$ cat src/rtl/txrx_link_scheduler_pkg.sv
// Shared types and constants for the TX/RX link scheduler.
package txrx_pkg;

  localparam int unsigned TXRX_DW = 8;

  typedef enum logic [2:0] {
    IDLE,
    CAPTURE,
    WAIT_LATCH,
    HOLD,
    GAP
  } sched_state_t;

  function automatic int unsigned max3(input int unsigned a, input int unsigned b,
                                       input int unsigned c);
    int unsigned m;
    m = (a > b) ? a : b;
    return (m > c) ? m : c;
  endfunction

endpackage

$ cat src/rtl/txrx_link_scheduler_if.sv
// Requester / RX-stage bus of the link scheduler.
interface txrx_link_scheduler_if #(
  parameter int unsigned N_REQ = 4
);
  import txrx_pkg::*;

  localparam int unsigned IW = $clog2(N_REQ);

  logic [N_REQ-1:0]         req;
  logic [TXRX_DW*N_REQ-1:0] req_data;
  logic [N_REQ-1:0]         gnt;
  logic [TXRX_DW-1:0]       rx_data;
  logic                     rx_en;
  logic                     latch_enable;
  logic                     synth_en;
  logic [IW-1:0]            owner;
  logic                     busy;
  logic                     timeout_err;

  modport master (
    output req, req_data, latch_enable,
    input  gnt, rx_data, rx_en, synth_en, owner, busy, timeout_err
  );

  modport slave (
    input  req, req_data, latch_enable,
    output gnt, rx_data, rx_en, synth_en, owner, busy, timeout_err
  );

endinterface

$ cat src/rtl/txrx_link_scheduler_rr_arbiter.sv
// Combinational round-robin pick: first requester at or after rr_ptr.
module rr_arbiter #(
  parameter int unsigned N_REQ = 4
) (
  input  logic [N_REQ-1:0]         req,
  input  logic [$clog2(N_REQ)-1:0] rr_ptr,
  output logic [N_REQ-1:0]         win,
  output logic [$clog2(N_REQ)-1:0] idx,
  output logic                     valid
);

  localparam int unsigned IW = $clog2(N_REQ);

  // Scan N_REQ slots starting at rr_ptr, wrapping once.
  always_comb begin
    int unsigned j;
    j     = 0;
    win   = '0;
    idx   = '0;
    valid = 1'b0;
    for (int unsigned i = 0; i < N_REQ; i++) begin
      j = 32'(rr_ptr) + i;
      if (j >= N_REQ) j = j - N_REQ;
      if (!valid && req[j]) begin
        valid  = 1'b1;
        win[j] = 1'b1;
        idx    = IW'(j);
      end
    end
  end

endmodule

$ cat src/rtl/txrx_link_scheduler.sv
// Round-robin scheduler sequencing capture, latch wait, tone hold and gap.
module txrx_link_scheduler
  import txrx_pkg::*;
#(
  parameter int unsigned N_REQ         = 4,
  parameter int unsigned HOLD_CYCLES   = 16,
  parameter int unsigned GAP_CYCLES    = 2,
  parameter int unsigned LATCH_TIMEOUT = 8
) (
  input logic                  clk,
  input logic                  rst,
  txrx_link_scheduler_if.slave bus
);

  localparam int unsigned IW = $clog2(N_REQ);
  localparam int unsigned CW = $clog2(max3(HOLD_CYCLES, GAP_CYCLES, LATCH_TIMEOUT) + 1);

  localparam logic [CW-1:0] HOLD_LAST = CW'(HOLD_CYCLES - 1);
  localparam logic [CW-1:0] GAP_LAST  = CW'((GAP_CYCLES > 0) ? GAP_CYCLES - 1 : 0);
  localparam logic [CW-1:0] T_LAST    = CW'(LATCH_TIMEOUT - 1);
  // With no gap the transfer returns straight to IDLE.
  localparam sched_state_t AFTER_XFER = (GAP_CYCLES == 0) ? IDLE : GAP;

  sched_state_t state, state_n;
  logic [CW-1:0]      cnt, cnt_d;
  logic [IW-1:0]      rr_ptr, rr_ptr_d;
  logic [N_REQ-1:0]   win, gnt_d;
  logic [IW-1:0]      win_idx, owner_d;
  logic               win_valid, rx_en_d, synth_en_d, busy_d, timeout_d;
  logic [TXRX_DW-1:0] rx_data_d;

  rr_arbiter #(.N_REQ(N_REQ)) u_arb (
    .req    (bus.req),
    .rr_ptr (rr_ptr),
    .win    (win),
    .idx    (win_idx),
    .valid  (win_valid)
  );

  // State, counter and registered outputs.
  always_ff @(posedge clk) begin
    if (rst) begin
      state           <= IDLE;
      cnt             <= '0;
      rr_ptr          <= '0;
      bus.gnt         <= '0;
      bus.rx_en       <= 1'b0;
      bus.rx_data     <= '0;
      bus.synth_en    <= 1'b0;
      bus.owner       <= '0;
      bus.busy        <= 1'b0;
      bus.timeout_err <= 1'b0;
    end else begin
      state           <= state_n;
      cnt             <= cnt_d;
      rr_ptr          <= rr_ptr_d;
      bus.gnt         <= gnt_d;
      bus.rx_en       <= rx_en_d;
      bus.rx_data     <= rx_data_d;
      bus.synth_en    <= synth_en_d;
      bus.owner       <= owner_d;
      bus.busy        <= busy_d;
      bus.timeout_err <= timeout_d;
    end
  end

  // Next-state selection; ack beats timeout in the last wait cycle.
  always_comb begin
    state_n = state;
    unique case (state)
      IDLE:       if (win_valid) state_n = CAPTURE;
      CAPTURE:    state_n = WAIT_LATCH;
      WAIT_LATCH: begin
        if (bus.latch_enable)   state_n = HOLD;
        else if (cnt == T_LAST) state_n = AFTER_XFER;
      end
      HOLD:       if (cnt == HOLD_LAST) state_n = AFTER_XFER;
      GAP:        if (cnt == GAP_LAST)  state_n = IDLE;
      default:    state_n = IDLE;
    endcase
  end

  // Next values of the registered outputs, counter and round-robin pointer.
  always_comb begin
    gnt_d      = '0;
    rx_en_d    = 1'b0;
    rx_data_d  = bus.rx_data;
    owner_d    = bus.owner;
    rr_ptr_d   = rr_ptr;
    timeout_d  = 1'b0;
    synth_en_d = (state_n == HOLD);
    busy_d     = (state_n != IDLE);
    // Counter restarts on every state change and only runs in timed states.
    if (state_n != state)                      cnt_d = '0;
    else if (state == IDLE || state == CAPTURE) cnt_d = cnt;
    else                                        cnt_d = cnt + CW'(1);

    if (state == IDLE && win_valid) begin
      gnt_d    = win;
      rx_en_d  = 1'b1;
      owner_d  = win_idx;
      rr_ptr_d = (win_idx == IW'(N_REQ - 1)) ? '0 : win_idx + IW'(1);
      for (int unsigned i = 0; i < N_REQ; i++)
        if (win[i]) rx_data_d = bus.req_data[i*TXRX_DW +: TXRX_DW];
    end
    if (state == WAIT_LATCH && !bus.latch_enable && cnt == T_LAST) timeout_d = 1'b1;
  end

endmodule

$ cat src/flat_wrapper.sv
// flat-port wrapper written by rule: the top's interface ports become plain ports
module txrx_link_scheduler_flat import txrx_pkg::*;
#(
  parameter int unsigned N_REQ         = 4,
  parameter int unsigned HOLD_CYCLES   = 16,
  parameter int unsigned GAP_CYCLES    = 2,
  parameter int unsigned LATCH_TIMEOUT = 8
)
  (clk, rst, bus_req, bus_req_data, bus_latch_enable, bus_gnt, bus_rx_data, bus_rx_en, bus_synth_en, bus_owner, bus_busy, bus_timeout_err);
  txrx_link_scheduler_if #(.N_REQ(N_REQ)) bus_i ();
  input logic clk;
  input logic rst;
  input wire logic [$bits(bus_i.req)-1:0] bus_req;
  input wire logic [$bits(bus_i.req_data)-1:0] bus_req_data;
  input wire logic [$bits(bus_i.latch_enable)-1:0] bus_latch_enable;
  output wire logic [$bits(bus_i.gnt)-1:0] bus_gnt;
  output wire logic [$bits(bus_i.rx_data)-1:0] bus_rx_data;
  output wire logic [$bits(bus_i.rx_en)-1:0] bus_rx_en;
  output wire logic [$bits(bus_i.synth_en)-1:0] bus_synth_en;
  output wire logic [$bits(bus_i.owner)-1:0] bus_owner;
  output wire logic [$bits(bus_i.busy)-1:0] bus_busy;
  output wire logic [$bits(bus_i.timeout_err)-1:0] bus_timeout_err;
  assign bus_i.req = bus_req;
  assign bus_i.req_data = bus_req_data;
  assign bus_i.latch_enable = bus_latch_enable;
  assign bus_gnt = bus_i.gnt;
  assign bus_rx_data = bus_i.rx_data;
  assign bus_rx_en = bus_i.rx_en;
  assign bus_synth_en = bus_i.synth_en;
  assign bus_owner = bus_i.owner;
  assign bus_busy = bus_i.busy;
  assign bus_timeout_err = bus_i.timeout_err;
  txrx_link_scheduler #(.N_REQ(N_REQ), .HOLD_CYCLES(HOLD_CYCLES), .GAP_CYCLES(GAP_CYCLES), .LATCH_TIMEOUT(LATCH_TIMEOUT)) u_core (.clk(clk), .rst(rst), .bus(bus_i));
endmodule
$ cat config.mk
export PLATFORM = sky130hd
export DESIGN_NAME = txrx_link_scheduler_flat
export DESIGN_NICKNAME = d
export VERILOG_FILES = /design/src/rtl/txrx_link_scheduler_pkg.sv /design/src/rtl/txrx_link_scheduler_if.sv /design/src/rtl/txrx_link_scheduler_rr_arbiter.sv /design/src/rtl/txrx_link_scheduler.sv /design/src/flat_wrapper.sv
export SDC_FILE = /design/constraint.sdc
export NUM_CORES = 1
export LEC_CHECK = 0
export ABC_CLOCK_PERIOD_IN_PS = 9300
export CORE_MARGIN = 1
export CORE_UTILIZATION = 50
export CTS_CLUSTER_DIAMETER = 80
export CTS_CLUSTER_SIZE = 30
export DETAILED_ROUTE_END_ITERATION = 12
export MAX_ROUTING_LAYER = met4
export PLACE_DENSITY = 0.84
export SKIP_CTS_REPAIR_TIMING = 1
export SLEW_MARGIN = 30
export SYNTH_ARGS = -nofsm -noshare
export SYNTH_HDL_FRONTEND = slang
export SYNTH_HIERARCHICAL = 1
export SYNTH_SLANG_ARGS = --single-unit
$ cat constraint.sdc
create_clock -name clk -period 9.3 [get_ports clk]
set_input_delay 1.86 -clock clk [delete_from_list [all_inputs] [get_ports clk]]
set_output_delay 1.86 -clock clk [all_outputs]
set_load 0.01 [all_outputs]
==> metrics, run 1 <==
status=completed; post-route ant nets=0; worst hold slack=510 ps; Cell Pwr Density=299 mW/mm²; Crit Reg-Reg Startpoint=u_core/rr_ptr[0]; # nets final=309; crit path to=u_core/bus.rx_data[3]; most frequent cells in the layout=clkdlybuf4s50_1, dfxtp_1, nor2b_1; Compound-Gate Fraction of Synth Area=20.3%; RSZ-0062 raised after global routing=false; dpl cells=301; Post-synth top flop=dfxtp_1; Yosys reg bits=28; First-pass DRT Iterations=4; Num Clock Sinks=28; total wire length=4400 µm; Reg2Reg Setup Slack=5570 ps; Num CTS Buffers=3; Detailed Place HPWL=3220 µm; die height=64.6 µm; Setup crit start kind=primary input; CP endpoint kind=flip-flop; worst path cell trace=clkdlybuf4s50_1 -> mux4_2 -> nor4b_4 -> a22oi_1 -> o21ai_1 -> inv_1 -> a211oi_1 -> a211oi_2 -> nor3_1; Synth Area in XOR/XNOR=1.34%; IO Count=57; Mapped Nets=260; Mapped Avg Cell Area=9.37 µm²; Post-synth EDFFs=0; Core Rows=22; Die Span X=64.6 µm; Yosys cell types=46; Finish-stage setup viols=0; pre-CTS setup slack=4400 ps; R2R Path End=u_core/bus.rx_data[3]; RD Place Congestion=0.830; Core Util, Final=69.5%; Hold Path Stages=2; Final Power=0.771 mW; final setup TNS=0 ps; R2R cell count=10; Layout Cells excl Fill=305; core region area=0.00372 mm²; Mapped Cells=209; Synth area leaders=dfxtp_1, ha_1, mux2i_1, nor2b_1, a211oi_2; CTS Buffer Depth=2; # DRC=0; Seq/Total Area, Yosys=28.6%; Post-synth ARST share=0%; vias post-DR=1693; Arrival @ worst endpoint=4900 ps; Clock Tree Root=clkbuf_8; Slowest-stage cell, CP=mux4_2; Worst Slack Setup Final=4600 ps; max-cap violations=0; Clock transition at path regs=100 ps; DR iter-0 viols=80; post-synthesis mux area share=13.2%; kind of critical path=in2reg; WP data required=9500 ps; crit path time final=4700 ps; Slew HR=44.7%; VDD IR max=0.000211 V; Simple-Gate Fraction of Synth Area=22.7%; commonest non-fill, non-tap cell in the layout=clkdlybuf4s50_1; PortBufs=56; Synth top area share=28.6%; GRT Overall Usage=22.4%; Largest stage delay, worst path=650 ps; Clock Skew=9.08 ps; global route overflow=0; leakage power=0.956 nW; Worst-Margin Slew=827 ps; post-synth top area cell=dfxtp_1; peak clock frequency supported by timing=213 MHz; Vias/cell=5.55; TritonCTS clock tree=done; final worst path period share=50.5%; Filler cells=305; DR WL/cell=14.4 µm; Post-Syn Area=0.00196 mm²; largest family of logic cells by synthesized area=simple AND/OR/NAND/NOR gates; Final Hold Vio Count=0; synth warn=6; synthesis-to-layout area growth=31.9%; DP Area=0.00251 mm²; CP startpoint=bus_req[3]; initial core utilization=52.7%; crit-path max FO=13; largest net degree at the start of global routing=22; first-pass GRT wire length=7220 µm; Finished Cell Area=0.00258 mm²; antenna fix cells=0; number of global-route vias before repair=1560; Final Max Tran Viols=0; initial antenna violation count=0; min-delay worst type=reg2reg; Synth Area in Adders=7.67%; share of cells above drive strength 1=9.73%; clk_lat worst skew=280 ps; htree depth=1; Die Area=0.00417 mm²
==> synthesized netlist by cell type (all sizes together) (2+ instances only) <==
cell	count
a211oi	16
a21oi	6
a221oi	2
a22oi	10
and2	4
buf	7
clkbuf	7
dfxtp	28
ha	12
inv	9
mux2i	15
mux4	4
nand2	5
nand2b	3
nor2	15
nor2b	18
nor3	16
nor4	2
nor4b	2
o21ai	8
xor2	2
==> worst max-delay path, delay by kind of cell <==
family,cells,cell delay (ps)
simple gates,2,600
compound gates,4,980
buf+inv,2,800
mux,1,650
==> layout make-up <==
cell class / count / area, µm² / area share [%]
repair buffers: 58 / 576 / 22.3
multi-input cells: 158 / 1280 / 49.6
clock inverters: 1 / 30.0 / 1.16
well taps: 48 / 60.1 / 2.32
clock buffers: 3 / 41.3 / 1.60
inverters: 9 / 33.8 / 1.31
flip-flops and latches: 28 / 561 / 21.7
==> registers in the layout (all words and copies together), names as in the netlist <==
signal	cells
u_core/bus.busy	1
u_core/bus.gnt	4
u_core/bus.owner	2
u_core/bus.rx_data	8
u_core/bus.rx_en	1
u_core/bus.synth_en	1
u_core/bus.timeout_err	1
u_core/cnt	5
u_core/rr_ptr	2
u_core/state	3
==> layer usage <==
metal	GRT usage [%]	wire length, µm	vias up
met4	6.67	44	0
met5	-	0	-
li1	-	-	867
met1	27.3	2030	791
met3	2.29	113	4
met2	38.9	2210	31
==> logic make-up after synthesis <==
| kind of cell | count (synthesis) |
|---|---|
| AND/OR/NAND/NOR | 73 |
| buffers and inverters | 23 |
| multiplexers | 20 |
| flip-flops | 28 |
| adder cells (fa/ha/maj) | 12 |
| AO/OA/AOI/OAI | 50 |
| XOR/XNOR | 3 |
==> worst min path at each step <==
| stage | from | to | slack [ps] |
|---|---|---|---|
| global route | u_core/bus.rx_data[7] | u_core/bus.rx_data[7] | 540 |
| floorplan | u_core/cnt[4] | u_core/cnt[4] | 510 |
| detailed placement | u_core/bus.rx_data[7] | u_core/bus.rx_data[7] | 490 |
| CTS | u_core/bus.rx_data[7] | u_core/bus.rx_data[7] | 510 |
| finish | u_core/bus.owner[1] | u_core/bus.owner[1] | 510 |
| global placement | u_core/bus.rx_data[0] | u_core/bus.rx_data[0] | 480 |
==> where the power goes <==
group	internal [mW]	switching, mW
registers	0.152	0.0334
logic	0.239	0.252
clock network	0.0576	0.0380
total	0.448	0.323
Note: power is estimated with default switching activity, not from simulation.
==> run 2: changes to the inputs <==
--- a/config.mk
+++ b/config.mk
@@ -5,14 +5,14 @@
 export SDC_FILE = /design/constraint.sdc
 export NUM_CORES = 1
 export LEC_CHECK = 0
-export ABC_CLOCK_PERIOD_IN_PS = 9300
+export ABC_CLOCK_PERIOD_IN_PS = 4900
 export CORE_MARGIN = 1
-export CORE_UTILIZATION = 50
+export CORE_UTILIZATION = 48
 export CTS_CLUSTER_DIAMETER = 80
 export CTS_CLUSTER_SIZE = 30
 export DETAILED_ROUTE_END_ITERATION = 12
 export MAX_ROUTING_LAYER = met4
-export PLACE_DENSITY = 0.84
+export PLACE_DENSITY = 0.81
 export SKIP_CTS_REPAIR_TIMING = 1
 export SLEW_MARGIN = 30
 export SYNTH_ARGS = -nofsm -noshare
==> constraint.sdc (replaced) <==
create_clock -name clk -period 4.9 [get_ports clk]
set_input_delay 0.98 -clock clk [delete_from_list [all_inputs] [get_ports clk]]
set_output_delay 0.98 -clock clk [all_outputs]
set_load 0.01 [all_outputs]
==> run 2 against run 1 <==
  * Clock power rose by 53%
  * Final cell count is the same
  * Worst hold slack got worse by 0.89 ps
  * Largest cell class unchanged
  * First-iteration DRC count grew 34%
  * Highest routed layer unchanged
==> metrics, run 2 (same netlist as run 1, synthesis figures left out) <==
status=completed; top flop regs=u_core/bus.rx_data (8), u_core/cnt (5), u_core/bus.gnt (4); clk_lat worst skew=280 ps (about the same); Final Hold Vio Count=0 (unchanged); CP endpoint kind=flip-flop; DR iter-0 viols=107 (+34%); Hold Path Stages=2 (unchanged); Slowest-stage cell, CP=mux4_2; IO Count=57 (unchanged); Cell Pwr Density=556 mW/mm² (+86%); leakage power=0.949 nW (-0.73%); initial core utilization=51.5% (-1.1 points); PortBufs=56 (unchanged); Core Rows=22 (unchanged); Final Power=1.43 mW (+85%); Buf+Inv Stages, Crit Path=2 (unchanged); R2R cell count=10 (unchanged); GRT Overall Usage=22.7% (+0.30 points); initial antenna violation count=0 (unchanged); delay-heaviest family, CP=compound AO/OA/AOI/OAI gates; min-delay worst type=reg2reg; peak clock frequency supported by timing=269 MHz; vias post-DR=1734 (+2.4%); Die Span X=65.9 µm (+2.0%); total wire length=4530 µm (+3.1%); commonest non-fill, non-tap cell in the layout=clkdlybuf4s50_1; kind of critical path=in2reg; antenna fix cells=0 (unchanged); crit path time final=3720 ps; # nets final=309 (unchanged); R2R Path End=u_core/bus.rx_data[0]; RSZ-0062 raised after global routing=false; most frequent cells in the layout=clkdlybuf4s50_1, dfxtp_1, nor2b_1; WP data required=5100 ps (-4400 ps); worst path cell trace=clkdlybuf4s50_1 -> mux4_2 -> nor4b_4 -> a22oi_1 -> o21ai_1 -> inv_1 -> a211oi_1 -> a211oi_2 -> nor3_2; Worst Hold Path EP=u_core/bus.rx_data[3]; TritonCTS clock tree=done; Crit Reg-Reg Startpoint=u_core/rr_ptr[0]; Num Clock Sinks=28 (unchanged); Largest stage delay, worst path=650 ps (about the same); htree depth=1 (unchanged); Reg2Reg Setup Slack=1260 ps (-4310 ps); first-pass GRT wire length=7550 µm (+4.6%); First-pass DRT Iterations=4 (unchanged); largest reg by FF count=u_core/bus.rx_data; Slew HR=45.4% (+0.68 points); Die Area=0.00434 mm² (+4.0%); VDD IR max=0.000344 V (+63%); Clock Tree Root=clkbuf_8; Final Max Tran Viols=0 (unchanged); core region area=0.00380 mm² (+2.2%); Finish-stage setup viols=0 (unchanged); DR WL/cell=14.9 µm (+3.1%); global route overflow=0 (unchanged); crit-path max FO=13 (unchanged); Clock transition at path regs=90 ps (about the same); max-cap violations=0 (unchanged); Vias/cell=5.69 (+2.4%); number of global-route vias before repair=1622 (+4.0%); max reg flops=8 (unchanged); die height=65.9 µm (+2.0%); largest net degree at the start of global routing=22 (unchanged); synthesis-to-layout area growth=31.1%; Arrival @ worst endpoint=3920 ps (-980 ps); post-route ant nets=0 (unchanged); share of cells above drive strength 1=9.73% (unchanged); RD Place Congestion=0.863 (+4.0%); Filler cells=305 (unchanged); Num CTS Buffers=3 (unchanged); Clock Skew=2.69 ps (-6.39 ps); Setup crit start kind=primary input; min-delay src=u_core/bus.rx_data[3]; Detailed Place HPWL=3390 µm (+5.4%); CTS Buffer Depth=2 (unchanged); # DRC=0 (unchanged); Worst-Margin Slew=817 ps (-10.1 ps); final worst path period share=75.9%; final setup TNS=0 ps (unchanged)
==> run 2: area by class of cell <==
cell class / instances / area [µm²] / area share [%]
Timing Repair Buffer: 58 / 576 / 22.4
Multi-Input combinational cell: 158 / 1280 / 50.0
Tap cell: 48 / 60.1 / 2.34
Inverter: 9 / 33.8 / 1.32
Clock buffer: 4 / 55.1 / 2.14
Sequential cell: 28 / 561 / 21.8
==> run 2: layer usage <==
layer  track usage (%)  vias to the layer above  part of all wire (%)
met5                 -                        -                     0
met2              37.4                       41                    50
met4              8.42                        0                   1.5
li1                  -                      866                     -
met1              28.4                      819                    45
met3              2.59                        8                   3.5
==> run 2: worst max path at each step <==
stage                     startpoint                    end  slack, ps  cells after the start
floorplan                 bus_req[0]  u_core/bus.rx_data[0]       1620                      9
detailed placement        bus_req[3]  u_core/bus.rx_data[2]        700                      9
CTS                 u_core/rr_ptr[0]  u_core/bus.rx_data[0]        920                     10
global placement          bus_req[2]  u_core/bus.rx_data[0]        730                      9
global route        u_core/rr_ptr[0]  u_core/bus.rx_data[3]        860                     10
finish                    bus_req[3]  u_core/bus.rx_data[0]       1180                      9
==> run 2: stage by stage <==
step / utilization [%] / std cells / setup WS, ps / hold WS [ps] / area [µm²]
2_1_floorplan: - / 209 / 1620 / 512 / 1960
3_3_place_gp: 66.0 / 301 / 728 / 477 / 2510
3_5_place_dp: 66.1 / 301 / 699 / 489 / 2510
4_1_cts: 67.6 / 305 / 918 / 510 / 2570
5_1_grt: 67.6 / 305 / 856 / 537 / 2570
6_report: 67.6 / 305 / 1180 / 509 / 2570
==> run 2: worst reg2reg max path, stage by stage, from the launching register on <==
cell and delay [ps]:
dfxtp_1 730, inv_1 210, ha_1 410, mux4_2 440, nor4b_4 420, a22oi_1 110
o21ai_1 360, inv_1 300, a211oi_1 370, a211oi_2 70, nor3_2 150
==> run 2: power breakdown <==
part	internal, mW	leakage, nW	switching (mW)	total [mW]
Combinational	0.453	0.690	0.480	0.932
Clock	0.0721	0.0288	0.0739	0.146
Sequential	0.288	0.230	0.0618	0.350
Total	0.813	0.949	0.615	1.43
==> run 3: changes to the inputs <==
--- a/config.mk
+++ b/config.mk
@@ -5,14 +5,14 @@
 export SDC_FILE = /design/constraint.sdc
 export NUM_CORES = 1
 export LEC_CHECK = 0
-export ABC_CLOCK_PERIOD_IN_PS = 4900
+export ABC_CLOCK_PERIOD_IN_PS = 3100
 export CORE_MARGIN = 1
-export CORE_UTILIZATION = 48
+export CORE_UTILIZATION = 43
 export CTS_CLUSTER_DIAMETER = 80
 export CTS_CLUSTER_SIZE = 30
 export DETAILED_ROUTE_END_ITERATION = 12
 export MAX_ROUTING_LAYER = met4
-export PLACE_DENSITY = 0.81
+export PLACE_DENSITY = 0.76
 export SKIP_CTS_REPAIR_TIMING = 1
 export SLEW_MARGIN = 30
 export SYNTH_ARGS = -nofsm -noshare
==> constraint.sdc (replaced) <==
create_clock -name clk -period 3.1 [get_ports clk]
set_input_delay 0.62 -clock clk [delete_from_list [all_inputs] [get_ports clk]]
set_output_delay 0.62 -clock clk [all_outputs]
set_load 0.01 [all_outputs]
==> run 3 against run 2 <==
  * Sequential power increased by 47%
  * Die area rose by 11%
  * Combinational power grew 110%
  * Count of clock-buffer cells in the layout did not move
  * Final cell count rose by 10%
  * Final area grew 10%
  * Flip-flop and latch count unchanged
  * Critical path depth grew 2
  * Worst hold slack got worse by 0.62 ps
  * Sequential share of layout area is 2.0 points lower
  * Clock skew is 0.73 ps higher
  * Via count grew 5.9%
  * Critical path type unchanged
  * Largest cell class unchanged
  * Highest routed layer unchanged
==> metrics, run 3 (same netlist as run 1, synthesis figures left out) <==
initial core utilization=45.0% (-6.6 points); post-route ant nets=0 (unchanged); kind of critical path=in2reg; status=completed; CP startpoint=bus_req[3]; DR WL/cell=14.9 µm (+0.49%); IO Count=57 (unchanged); # DRC=0 (unchanged); Slew HR=60.1% (+15 points); Core Rows=24 (+9.1%); min-delay src=u_core/bus.rx_data[7]; CP endpoint kind=flip-flop; antenna fix cells=0 (unchanged); First-pass DRT Iterations=4 (unchanged); Arrival @ worst endpoint=3180 ps (-740 ps); Setup crit start kind=primary input; # nets final=336 (+8.7%); Vias/cell=5.47 (-3.8%); Crit Reg-Reg Startpoint=u_core/rr_ptr[1]; Num CTS Buffers=3 (unchanged); largest reg by FF count=u_core/bus.rx_data; TritonCTS clock tree=done; final setup TNS=0 ps (unchanged); Final Max Tran Viols=0 (unchanged); Finish-stage setup viols=0 (unchanged); Die Span X=69.5 µm (+5.5%); min-delay worst type=reg2reg; VDD IR max=0.000696 V (+100%); crit-path max FO=8 (-5); RD Place Congestion=0.924 (+7.0%); switching power=1.11 mW (+81%); Net Sw Frac=41.5% (-1.6 points); crit path time final=3020 ps; total wire length=5020 µm (+11%); GRT Overall Usage=20.3% (-2.4 points); PortBufs=56 (unchanged); DR iter-0 viols=169 (+58%); Detailed Place HPWL=3710 µm (+9.4%); Clock Tree Root=clkbuf_8; Cell Pwr Density=950 mW/mm² (+71%); vias post-DR=1837 (+5.9%); synthesis-to-layout area growth=44.3%; clk_lat worst skew=270 ps (about the same); Internal=1.57 mW (+93%); global route overflow=0 (unchanged); top flop regs=u_core/bus.rx_data (8), u_core/cnt (5), u_core/bus.gnt (4); Clock Skew=3.42 ps (+0.730 ps); commonest non-fill, non-tap cell in the layout=clkdlybuf4s50_1; number of global-route vias before repair=1698 (+4.7%); most frequent cells in the layout=clkdlybuf4s50_1, dfxtp_1, buf_4; Clock transition at path regs=90 ps (about the same); max-cap violations=0 (unchanged); htree depth=1 (unchanged); leakage power=1.12 nW (+18%); Comb power frac=72.6% (+7.3 points); Worst-Margin Slew=597 ps (-220 ps); Final Hold Vio Count=0 (unchanged); initial antenna violation count=0 (unchanged); sequential fraction of design power=19.1% (-5.4 points); share of cells above drive strength 1=21.5% (+12 points); CTS Buffer Depth=2 (unchanged); Core Util, Final=64.9% (-2.7 points); Final Power=2.69 mW (+88%); core region area=0.00435 mm² (+15%); final worst path period share=97.4%; die height=69.5 µm (+5.5%); WP data required=3260 ps (-1840 ps); peak clock frequency supported by timing=331 MHz; max reg flops=8 (unchanged); first-pass GRT wire length=7890 µm (+4.6%); clock network power share=8.3% (-1.9 points); largest net degree at the start of global routing=18 (-18%); Die Area=0.00483 mm² (+11%); Num Clock Sinks=28 (unchanged)
[run 3: cell types whose count changed in the layout (fill, tap and decap cells not counted), sizes merged]
cell,delta
buf,+27
clkdlybuf4s50,-3
dlymetal6s2s,+3
[run 3: metrics by stage]
| stage | hold slack (ps) | cells | area (µm²) | setup slack [ps] |
|---|---|---|---|---|
| after CTS | 511 | 334 | 2760 | -27.0 |
| after detailed placement | 494 | 330 | 2700 | -313 |
| after global placement | 476 | 330 | 2700 | -215 |
| after floorplan | 512 | 209 | 1960 | 10.8 |
| after global routing | 518 | 336 | 2830 | -6.97 |
| final | 508 | 336 | 2830 | 81.4 |
[run 3: routing by layer]
metal | up-vias | global-route usage, % | wire (µm)
met2 | 41 | 34.3 | 2580
met1 | 869 | 25.8 | 2240
met5 | - | - | 0
li1 | 921 | - | -
met3 | 6 | 1.60 | 139
met4 | 0 | 6.35 | 61
[run 3: final cells by class]
cell class                      instances  area [µm²]
Fill cell                             381        1530
Multi-Input combinational cell        158        1320
Timing Repair Buffer                   85         797
Sequential cell                        28         561
Tap cell                               52        65.1
Clock buffer                            4        55.1
Inverter                                9        33.8
[run 3: power groups by stage]
| stage | Sequential (mW) | Clock [mW] | Combinational, mW |
|---|---|---|---|
| CTS | 0.513 | 0.227 | 1.76 |
| floorplan | 0.558 | 0 | 1.11 |
| global placement | 0.520 | 0 | 1.71 |
| global route | 0.526 | 0.243 | 2.09 |
| finish | 0.513 | 0.222 | 1.95 |
| detailed placement | 0.521 | 0 | 1.75 |
[run 3: path summary, 6_finish.rpt]
kind,end,cells after the start,slack [ps]
hold / removal,u_core/bus.rx_data[7],2,510
hold reg to reg,u_core/bus.rx_data[7],2,510
setup reg to reg,u_core/bus.rx_data[3],11,240
setup / recovery,u_core/bus.rx_data[3],11,80
[run 3: worst max-delay path: stages]
cell and delay [ps]:
clkdlybuf4s50_1 450, buf_4 160, mux4_2 480, nor4b_4 170
buf_4 150, a22oi_2 140, o21ai_2 120, o41ai_4 480
buf_6 210, nor2b_1 150, nor3_1 50
